### config.mk
export PLATFORM = sky130hd
export DESIGN_NAME = uart_tx
export DESIGN_NICKNAME = d
export VERILOG_FILES = /design/src/rtl/uart_pkg.sv /design/src/rtl/uart_baud_gen.sv /design/src/rtl/uart_tx.sv
export SDC_FILE = /design/constraint.sdc
export NUM_CORES = 1
export LEC_CHECK = 0
export ABC_AREA = 1
export BUFFER_PORTS_ARGS = -buffer_cell sky130_fd_sc_hd__buf_2
export CORE_ASPECT_RATIO = 1.75
export CORE_MARGIN = 3
export CORE_UTILIZATION = 55
export CTS_BUF_LIST = sky130_fd_sc_hd__clkbuf_2 sky130_fd_sc_hd__clkbuf_4 sky130_fd_sc_hd__clkbuf_8
export CTS_CLUSTER_DIAMETER = 50
export DETAILED_ROUTE_END_ITERATION = 10
export HOLD_SLACK_MARGIN = 0.05
export PLACE_DENSITY = 0.78
export SYNTH_ARGS = -nofsm -noshare
export SYNTH_HDL_FRONTEND = slang
export SYNTH_HIERARCHICAL = 1
export SYNTH_SLANG_ARGS = --single-unit
### constraint.sdc
create_clock -name clk -period 1.55 [get_ports clk]
set_input_delay 0 -clock clk [delete_from_list [all_inputs] [get_ports clk]]
set_output_delay 0 -clock clk [all_outputs]
set_load 0.005 [all_outputs]
### src/rtl/uart_pkg.sv
// Shared UART definitions: transmitter state encoding and default baud constants.
package uart_pkg;

    typedef enum logic [2:0] {
        IDLE   = 3'd0,
        START  = 3'd1,
        DATA   = 3'd2,
        PARITY = 3'd3,
        STOP   = 3'd4
    } uart_tx_state_t;

    localparam int UART_CLK_HZ = 50_000_000;
    localparam int UART_BAUD   = 115_200;

endpackage

### src/rtl/uart_baud_gen.sv
// Bit-period timer: counts 0..CLKS_PER_BIT-1 and pulses bit_done on the last
// cycle of each period. Held at zero while clr is high so a frame always starts
// on a fresh period boundary.
module uart_baud_gen #(
    parameter int CLKS_PER_BIT = 434
) (
    input  logic clk,
    input  logic rst_n,
    input  logic clr,
    output logic bit_done
);

    localparam int CNT_W = $clog2(CLKS_PER_BIT);
    localparam logic [CNT_W-1:0] CNT_MAX = CNT_W'(CLKS_PER_BIT - 1);

    logic [CNT_W-1:0] cnt;

    // Free-running period counter, wrapped at the period end and cleared on demand.
    always_ff @(posedge clk or negedge rst_n) begin
        if (!rst_n) begin
            cnt <= '0;
        end else if (clr || cnt == CNT_MAX) begin
            cnt <= '0;
        end else begin
            cnt <= cnt + 1'b1;
        end
    end

    assign bit_done = !clr && (cnt == CNT_MAX);

endmodule

### src/rtl/uart_tx.sv
// UART transmitter that pops one FIFO word per frame and shifts it out
// LSB-first with optional even parity and one or two stop bits.
// Handshake: fifo_rd is a combinational pop strobe, high only in IDLE when
// tx_en=1 and fifo_empty=0; the head word on fifo_rd_data is consumed on the
// same rising edge and the FIFO advances its head on that edge.
module uart_tx
    import uart_pkg::*;
#(
    parameter int DATA_WIDTH   = 8,
    parameter int CLKS_PER_BIT = UART_CLK_HZ / UART_BAUD,
    parameter int STOP_BITS    = 1,
    parameter int PARITY_EN    = 0
) (
    input  logic                  clk,
    input  logic                  rst_n,
    input  logic                  tx_en,
    input  logic                  fifo_empty,
    input  logic [DATA_WIDTH-1:0] fifo_rd_data,
    output logic                  fifo_rd,
    output logic                  tx,
    output logic                  busy
);

    localparam int BIT_W = $clog2(DATA_WIDTH) + 1;
    localparam logic [BIT_W-1:0] LAST_DATA = BIT_W'(DATA_WIDTH - 1);
    localparam logic [BIT_W-1:0] LAST_STOP = BIT_W'(STOP_BITS - 1);

    uart_tx_state_t        state, state_n;
    logic [DATA_WIDTH-1:0] shift_q, shift_n;
    logic                  par_q, par_n;
    logic [BIT_W-1:0]      bit_cnt, bit_cnt_n;
    logic                  tx_n;
    logic                  bit_done;

    // Baud timer runs only while a frame is on the line.
    uart_baud_gen #(
        .CLKS_PER_BIT(CLKS_PER_BIT)
    ) u_baud (
        .clk      (clk),
        .rst_n    (rst_n),
        .clr      (state == IDLE),
        .bit_done (bit_done)
    );

    // Pop strobe; gated by rst_n so no word is consumed while held in reset.
    assign fifo_rd = rst_n && (state == IDLE) && tx_en && !fifo_empty;
    assign busy    = (state != IDLE);

    // State, shift register, parity and bit counter registers.
    always_ff @(posedge clk or negedge rst_n) begin
        if (!rst_n) begin
            state   <= IDLE;
            shift_q <= '0;
            par_q   <= 1'b0;
            bit_cnt <= '0;
            tx      <= 1'b1;
        end else begin
            state   <= state_n;
            shift_q <= shift_n;
            par_q   <= par_n;
            bit_cnt <= bit_cnt_n;
            tx      <= tx_n;
        end
    end

    // Next-state logic: frame sequencing, word capture and bit counting.
    always_comb begin
        state_n   = state;
        shift_n   = shift_q;
        par_n     = par_q;
        bit_cnt_n = bit_cnt;
        case (state)
            IDLE: begin
                if (fifo_rd) begin
                    shift_n   = fifo_rd_data;
                    par_n     = ^fifo_rd_data;
                    bit_cnt_n = '0;
                    state_n   = START;
                end
            end
            START: begin
                if (bit_done) state_n = DATA;
            end
            DATA: begin
                if (bit_done) begin
                    shift_n = shift_q >> 1;
                    if (bit_cnt == LAST_DATA) begin
                        bit_cnt_n = '0;
                        state_n   = (PARITY_EN != 0) ? PARITY : STOP;
                    end else begin
                        bit_cnt_n = bit_cnt + 1'b1;
                    end
                end
            end
            PARITY: begin
                if (bit_done) state_n = STOP;
            end
            STOP: begin
                if (bit_done) begin
                    if (bit_cnt == LAST_STOP) begin
                        bit_cnt_n = '0;
                        state_n   = IDLE;
                    end else begin
                        bit_cnt_n = bit_cnt + 1'b1;
                    end
                end
            end
            default: state_n = IDLE;
        endcase
    end

    // Line level derived from the upcoming state so tx is a clean register
    // that falls on the same edge as the pop.
    always_comb begin
        tx_n = 1'b1;
        case (state_n)
            START:   tx_n = 1'b0;
            DATA:    tx_n = shift_n[0];
            PARITY:  tx_n = par_n;
            default: tx_n = 1'b1;
        endcase
    end

endmodule

==> results of run 1 <==
==> area by class of cell <==
| type | count | area (µm²) | share of cell area, % |
|---|---|---|---|
| clock buffer | 4 | 48.8 | 2.19 |
| inverter | 38 | 150 | 6.75 |
| multi-input combinational | 167 | 972 | 43.7 |
| sequential | 26 | 652 | 29.3 |
| tap | 27 | 33.8 | 1.52 |
| timing repair buffer | 48 | 367 | 16.5 |
==> power groups by stage <==
stage          Combinational, µW  Clock [µW]  Sequential (µW)
3_3_place_gp                92.0           0              697
6_report                     109         423              684
2_1_floorplan               46.3           0              697
3_5_place_dp                94.2           0              697
4_1_cts                      102         431              684
5_1_grt                      127         455              684
==> worst max-delay path, stage by stage, from the launching register on <==
cell and delay [ns]:
sky130_fd_sc_hd__dfrtp_1 0.38, sky130_fd_sc_hd__inv_1 0.06, sky130_fd_sc_hd__ha_2 0.16, sky130_fd_sc_hd__nand2_2 0.06, sky130_fd_sc_hd__nor2_2 0.09, sky130_fd_sc_hd__nand2_2 0.08, sky130_fd_sc_hd__nor2_4 0.16, sky130_fd_sc_hd__buf_6 0.12
sky130_fd_sc_hd__a21oi_2 0.05, sky130_fd_sc_hd__nor2_2 0.14, sky130_fd_sc_hd__nand2_4 0.10, sky130_fd_sc_hd__inv_4 0.08, sky130_fd_sc_hd__nand2_2 0.05, sky130_fd_sc_hd__a21oi_2 0.12
==> flip-flops by register name (all words and copies together) (netlist names) <==
register,flops
bit_cnt,4
par_q,1
shift_q,8
state,3
tx,1
u_baud/cnt,9
==> Yosys cell counts <==
library cell / count
sky130_fd_sc_hd__nand2_2: 3
sky130_fd_sc_hd__nor2_8: 2
sky130_fd_sc_hd__nand2_1: 84
sky130_fd_sc_hd__nor2_2: 5
sky130_fd_sc_hd__clkinv_2: 1
sky130_fd_sc_hd__dfrtp_1: 25
sky130_fd_sc_hd__dfstp_2: 1
sky130_fd_sc_hd__nor2_1: 25
sky130_fd_sc_hd__a22oi_1: 4
sky130_fd_sc_hd__ha_1: 4
sky130_fd_sc_hd__o21ai_1: 4
sky130_fd_sc_hd__nand3b_1: 1
sky130_fd_sc_hd__o21ai_0: 2
sky130_fd_sc_hd__nand3_1: 12
sky130_fd_sc_hd__nand2_4: 2
sky130_fd_sc_hd__o21ai_2: 2
sky130_fd_sc_hd__o221ai_1: 2
sky130_fd_sc_hd__inv_2: 2
sky130_fd_sc_hd__a21oi_1: 6
sky130_fd_sc_hd__a21oi_2: 1
sky130_fd_sc_hd__xor2_1: 2
sky130_fd_sc_hd__xnor2_1: 2
sky130_fd_sc_hd__inv_1: 35
sky130_fd_sc_hd__nor2_4: 3
sky130_fd_sc_hd__o2111ai_1: 1
==> placed cells by master, fill, tap and decap left out <==
| cell | synthesis | final |
|---|---|---|
| sky130_fd_sc_hd__a22oi_2 | 0 | 4 |
| sky130_fd_sc_hd__clkbuf_8 | 0 | 3 |
| sky130_fd_sc_hd__ha_2 | 0 | 1 |
| sky130_fd_sc_hd__buf_2 | 0 | 14 |
| sky130_fd_sc_hd__nand2_8 | 0 | 1 |
| sky130_fd_sc_hd__ha_1 | 4 | 3 |
| sky130_fd_sc_hd__o21ai_2 | 2 | 3 |
| sky130_fd_sc_hd__nor2_1 | 25 | 21 |
| sky130_fd_sc_hd__dfrtp_1 | 25 | 25 |
| sky130_fd_sc_hd__inv_2 | 2 | 3 |
| sky130_fd_sc_hd__xor2_1 | 2 | 2 |
| sky130_fd_sc_hd__o2111ai_2 | 0 | 1 |
| sky130_fd_sc_hd__buf_6 | 0 | 7 |
| sky130_fd_sc_hd__o221ai_2 | 0 | 2 |
| sky130_fd_sc_hd__nor2_8 | 2 | 2 |
| sky130_fd_sc_hd__nor2_4 | 3 | 5 |
| sky130_fd_sc_hd__nand2_1 | 84 | 75 |
| sky130_fd_sc_hd__xnor2_1 | 2 | 2 |
| sky130_fd_sc_hd__buf_4 | 0 | 21 |
| sky130_fd_sc_hd__clkbuf_4 | 0 | 1 |
| sky130_fd_sc_hd__a21oi_2 | 1 | 5 |
| sky130_fd_sc_hd__dlygate4sd3_1 | 0 | 6 |
| sky130_fd_sc_hd__nand3_1 | 12 | 12 |
| sky130_fd_sc_hd__inv_4 | 0 | 3 |
| sky130_fd_sc_hd__nand2_2 | 3 | 10 |
| sky130_fd_sc_hd__nor2_2 | 5 | 7 |
| sky130_fd_sc_hd__inv_1 | 35 | 32 |
| sky130_fd_sc_hd__dfstp_2 | 1 | 1 |
| sky130_fd_sc_hd__nand2_4 | 2 | 3 |
| sky130_fd_sc_hd__nand3b_1 | 1 | 1 |
| sky130_fd_sc_hd__a21oi_1 | 6 | 2 |
| sky130_fd_sc_hd__o21ai_1 | 4 | 5 |
==> cells by family (layout without fill, tap and decap cells) <==
kind of cell / after synthesis / count (layout) / share of synthesized area (%)
and+or+nand+nor: 137 / 137 / 37.8
buffers and inverters: 38 / 90 / 8.74
AOI/OAI and AO/OA: 22 / 22 / 8.66
xor gates and xnor gates: 4 / 4 / 2.13
adders and majority gates: 4 / 4 / 3.04
DFF: 26 / 26 / 39.6
==> worst min-delay path by stage <==
stage,start,to,cells past startpoint
after global placement,rst_n,par_q,1
final,fifo_rd_data[1],shift_q[1],3
after detailed placement,rst_n,par_q,1
after CTS,fifo_rd_data[2],shift_q[2],3
after global routing,fifo_rd_data[1],shift_q[1],3
after floorplan,rst_n,bit_cnt[0],0
==> timing repair <==
item,4_1_cts,5_1_grt
hold endpoints to repair,28,2
setup endpoints to repair,7,16
hold buffers,4,2
setup buffers,1,8
gates resized for setup,1,40
pin swaps,5,17
==> stage by stage <==
stage	worst slack [ns]	util, %
6_report	-0.168	79.9
5_1_grt	-0.270	79.9
4_1_cts	-0.0671	72.0
3_5_place_dp	-0.0777	68.4
3_3_place_gp	-0.00313	68.4
2_1_floorplan	-0.00782	-
==> layer usage <==
metal	global-route usage (%)	routed length [µm]
met3	2.98	91
met1	24.1	1460
met4	13.9	157
met2	46.2	2540
met5	0	0
==> reports/results.md, run 1 <==
| Parameter | Value | Unit |
|:---|:---|:---|
| Run status | finished with violations | - |
| Violations in the final reports | negative setup slack | - |
| Worst reg-to-reg path cell count | 13 | - |
| TritonCTS clock tree | yes | - |
| Post-route setup slack | -0.168 | ns |
| Power per cell area | 547 | nW/µm² |
| Number of instances in the synthesized netlist | 231 | - |
| Worst-path clk slew | 0.09 | ns |
| Post-synthesis cell type with the largest combined area | sky130_fd_sc_hd__dfrtp_1 | - |
| Proportion of power drawn by the clock network | 34.8 | % |
| Cell Area, Placed | 1910 | µm² |
| Clock H-tree levels | 1 | - |
| Die W | 47.4 | µm |
| Final Wtd Congestion | 0.842 | - |
| Reg power frac | 56.2 | % |
| Capture point of the worst reg-to-reg path | bit_cnt[2] | - |
| Switching share of power | 23.9 | % |
| Final net count | 300 | - |
| # rows | 25 | - |
| IO Port Bufs | 14 | - |
| Worst Clk Skew | 0.00955 | ns |
| Count of TritonRoute iterations in the first routing pass | 4 | - |
| Residual DRC count | 0 | - |
| Count of vias placed by the detailed router | 1625 | - |
| Number of hold violations in the final report | 0 | - |
| Maximum number of pins on one net before global-route repair | 26 | - |
| Final cell area excluding filler cells | 2220 | µm² |
| Leading cell types by total area after synthesis | sky130_fd_sc_hd__dfrtp_1 (38%), sky130_fd_sc_hd__nand2_1 (19%), sky130_fd_sc_hd__inv_1 (8.0%) | - |
| Source of the critical timing path | u_baud/cnt[1] | - |
| Capturing element of the worst setup path | bit_cnt[2] | - |
| Worst-case hold slack | 0.0508 | ns |
| Tightest slew margin relative to the limit | 78.3 | % |
| Count of final max-slew check failures | 0 | - |
| Largest vdd supply drop | 0.646 | mV |
| Area growth from synthesis to layout | 35.0 | % |
| Global route overflow | 0 | - |
| Top-level port count | 15 | - |
| Share of the synthesized area in the top cell type | 38.0 | % |
| Sink Count | 26 | - |
| Std-Cell Core Area | 2780 | µm² |
| Count of non-filler cells in the finished layout | 310 | - |
| Total of warnings raised by yosys | 6 | - |
| Die boundary height | 78.4 | µm |
| Clock tree root driver cell | sky130_fd_sc_hd__clkbuf_8 | - |
| Initial Util | 59.1 | % |
| Fmax | 582 | MHz |
| Req. time, crit path | 1.77 | ns |
| RSZ-0062 raised after global routing | true | - |
| Via density | 5.24 | - |
| Highest fanout seen on the critical path | 5 | - |
| Number of cells after detailed placement | 291 | - |
| Fill cell instance count of the final layout | 205 | - |
| Maximum number of buffers from clock root to sink | 2 | - |
| Cell internal power dissipation | 925 | µW |
| Synthesized net count | 247 | - |
| Wirelength per Cell | 13.7 | µm |
| Vias in the first global route | 1672 | - |
| WS Path Type | reg -> reg | - |
| Slew @ Worst Pin | 0.326 | ns |
| Count of distinct cell types in the synthesized netlist | 25 | - |
| Element type at the critical path start | flip-flop | - |
| Share of post-route cells with drive strength above 1 | 34.3 | % |
| GRT Util Overall | 25.1 | % |
| DP Wirelength | 3010 | µm |
| Tightest Hold Check Type | in -> reg | - |
| DRC violation total after the first TritonRoute iteration | 62 | - |
| Reg2reg start | u_baud/cnt[1] | - |
| Average cell area after synthesis | 7.13 | µm² |
| Setup slack of the most critical reg-to-reg path | -0.17 | ns |
| Area of the mapped netlist | 1650 | µm² |
| Post-synthesis sequential area ratio | 39.6 | % |
| Detailed Route WL | 4250 | µm |
| Flops & latches, synth | 26 | - |
| Finish-stage setup viols | 13 | - |
| Number of routed nets with antenna violations | 0 | - |
| Clock buffer count from CTS | 3 | - |
| Max capacitance violation total | 0 | - |
| Initial antenna violation count | 0 | - |
| ANT cells | 0 | - |
| Arrival time of the worst setup path | 1.94 | ns |
| Worst setup EP type | flip-flop | - |
| Area of the die | 3710 | µm² |
| Leakage component of the power | 0.00121 | µW |
| Wire length of the first global-routing pass | 6760 | µm |
| Period utilisation layout | 111 | % |
| Worst-skew pair later-pin latency | 0.28 | ns |
| Shortest clock period the worst path allows after layout | 1.72 | ns |
| Total Negative Setup Slacks | -1.16 | ns |
| Sw power | 291 | µW |
| Total Power Consumption | 1220 | µW |
| Share of power burned in combinational logic | 9.0 | % |
Power figures use the tool's default switching activity.
==> run 2: changes to the inputs <==
Settings changed: CELL_PAD_IN_SITES_DETAIL_PLACEMENT from default to 2, CELL_PAD_IN_SITES_GLOBAL_PLACEMENT from default to 2, CORE_UTILIZATION 55 to 31, PLACE_DENSITY 0.78 to default, PLACE_DENSITY_LB_ADDON from default to 0.1.
==> reports/results.md, run 2 (same netlist as run 1, synthesis figures left out) <==
| Parameter | Value | Unit |
|:---|:---|:---|
| Sink Count | 26 | - |
| ANT cells | 0 | - |
| IO Port Bufs | 14 | - |
| Violations in the final reports | negative setup slack | - |
| Share of power burned in combinational logic | 9.1 | % |
| Worst-skew pair later-pin latency | 0.27 | ns |
| Area growth from synthesis to layout | 34.3 | % |
| Cell Chain, Critical Path | inv_1 -> ha_2 -> nand2_1 -> nor2_2 -> nand2_2 -> nor2_4 -> clkinv_4 -> nand2_4 -> nor2_4 -> a21oi_2 -> nand3_1 -> nand3_1 -> nand2_1 -> nand2_1 | - |
| Tightest slew margin relative to the limit | 75.0 | % |
| Wire length of the first global-routing pass | 8510 | µm |
| Fmax | 579 | MHz |
| Highest fanout seen on the critical path | 4 | - |
| Arrival time of the worst setup path | 1.95 | ns |
| Std-Cell Core Area | 5060 | µm² |
| Wirelength per Cell | 15.2 | µm |
| Power per cell area | 567 | nW/µm² |
| Number of routed nets with antenna violations | 0 | - |
| GRT Util Overall | 18.5 | % |
| Commonest non-fill, non-tap cells in the layout | sky130_fd_sc_hd__nand2_1 (81), sky130_fd_sc_hd__inv_1 (33), sky130_fd_sc_hd__dfrtp_1 (25), sky130_fd_sc_hd__buf_4 (24), sky130_fd_sc_hd__nor2_1 (22) | - |
| Largest register FFs | 9 | - |
| Clock H-tree levels | 1 | - |
| Pre-CTS WS | -0.116 | ns |
| Final cell area excluding filler cells | 2210 | µm² |
| Critical path buffer and inverter count | 2 | - |
| Delay of the slowest cell on the worst path | 0.39 | ns |
| Shortest clock period the worst path allows after layout | 1.73 | ns |
| Max capacitance violation total | 0 | - |
| Worst setup EP type | flip-flop | - |
| Clock buffer count from CTS | 3 | - |
| Worst-path clk slew | 0.09 | ns |
| Maximum number of buffers from clock root to sink | 2 | - |
| Leakage component of the power | 0.00121 | µW |
| Reg power frac | 54.6 | % |
| Top-level port count | 15 | - |
| Slowest stage cell, crit path | sky130_fd_sc_hd__dfrtp_1 | - |
| Req. time, crit path | 1.77 | ns |
| Most common cell after layout, fill and taps aside | sky130_fd_sc_hd__nand2_1 | - |
| Largest vdd supply drop | 0.236 | mV |
| Die W | 61.1 | µm |
| Finish-stage setup viols | 15 | - |
| Sw power | 303 | µW |
| RSZ-0062 raised after global routing | true | - |
| Number of hold violations in the final report | 0 | - |
| Register bank with the most flops | u_baud/cnt | - |
| WS Path Type | reg -> reg | - |
| Switching share of power | 24.2 | % |
| DRC violation total after the first TritonRoute iteration | 32 | - |
| Clock tree root driver cell | sky130_fd_sc_hd__clkbuf_8 | - |
| Area of the die | 6260 | µm² |
| Final net count | 299 | - |
| Run status | finished with violations | - |
| Number of cells after detailed placement | 319 | - |
| Maximum number of pins on one net before global-route repair | 27 | - |
| DP Wirelength | 3850 | µm |
| Post-route setup slack | -0.176 | ns |
| Largest regs | u_baud/cnt (9), shift_q (8), bit_cnt (4) | - |
| Setup slack of the most critical reg-to-reg path | -0.18 | ns |
| Initial Util | 32.5 | % |
| Via density | 4.90 | - |
| Initial antenna violation count | 0 | - |
| Count of vias placed by the detailed router | 1648 | - |
| Slew @ Worst Pin | 0.375 | ns |
| Cell internal power dissipation | 951 | µW |
| Vias in the first global route | 1765 | - |
| Critical Path Most Common Cell | sky130_fd_sc_hd__nand2_1 | - |
| Global route overflow | 0 | - |
| Cell Area, Placed | 1960 | µm² |
| Share of post-route cells with drive strength above 1 | 30.5 | % |
| Count of final max-slew check failures | 0 | - |
| Die boundary height | 102 | µm |
| Residual DRC count | 0 | - |
| Worst Clk Skew | 0.00223 | ns |
| Period utilisation layout | 111 | % |
| CP delay by family, top | simple AND/OR/NAND/NOR gates | - |
| Count of TritonRoute iterations in the first routing pass | 4 | - |
| # rows | 34 | - |
| Detailed Route WL | 5120 | µm |
| TritonCTS clock tree | yes | - |
| Tightest Hold Check Type | in -> reg | - |
| Post-route core utilization | 43.7 | % |
| Element type at the critical path start | flip-flop | - |
| Proportion of power drawn by the clock network | 36.3 | % |
| Count of non-filler cells in the finished layout | 336 | - |
| Final Wtd Congestion | 0.753 | - |
==> run 2: per-layer routing <==
metal	track usage, %	vias up	share of wire (%)	routed length, µm
li1	-	809	-	-
met1	19.9	816	37	1870
met2	35.9	17	61	3120
met3	2.02	6	1.3	67
met4	5.01	0	1.2	61
met5	0	-	0	0
==> run 2: metrics by stage <==
stage | hold slack [ns] | TNS [ns] | total power, µW
2_1_floorplan | -0.296 | -0.00782 | 743
3_3_place_gp | 0.0931 | -0.221 | 795
3_5_place_dp | 0.0949 | -0.497 | 799
4_1_cts | 0.0560 | -0.611 | 1270
5_1_grt | 0.0993 | -3.39 | 1320
6_report | 0.0729 | -1.16 | 1250
==> run 2: power by group through the flow <==
| stage | Combinational, µW | Sequential (µW) | Clock [µW] |
|---|---|---|---|
| 6_report | 114 | 684 | 456 |
| 5_1_grt | 131 | 685 | 503 |
| 4_1_cts | 116 | 684 | 472 |
| 3_5_place_dp | 102 | 697 | 0 |
| 3_3_place_gp | 97.8 | 697 | 0 |
| 2_1_floorplan | 46.3 | 697 | 0 |
==> run 2: area by class of cell <==
class                           count  area, µm²
Timing Repair Buffer               47        353
Clock buffer                        4       55.1
Inverter                           38        151
Tap cell                           54       67.6
Multi-Input combinational cell    167        933
Sequential cell                    26        652
Fill cell                         631       2850
==> run 2: what timing repair did <==
item                                    4_1_cts  5_1_grt
endpoints found under the hold margin        30        0
buffers inserted                              3        4
gates resized for setup                      17        7
endpoints found under the setup margin       15       17
pin swaps                                    13        9
hold buffers                                  6        0
==> run 2: final timing paths <==
kind,start,cells after the start,end
worst min-delay path,fifo_rd_data[1],3,shift_q[1]
worst min register to register,shift_q[0],2,shift_q[0]
worst max-delay path,u_baud/cnt[1],14,tx
max in group asynchronous,rst_n,3,tx
worst max register to register,u_baud/cnt[1],14,tx
min in group asynchronous,rst_n,3,bit_cnt[0]
==> run 2: worst register-to-register path, delay by kind of cell, from the launching register on <==
kind / cells / cell delay (ns)
DFF: 1 / 0.39
adders and majority gates: 1 / 0.15
AOI/OAI and AO/OA: 1 / 0.12
buffers and inverters: 2 / 0.17
and+or+nand+nor: 10 / 0.85
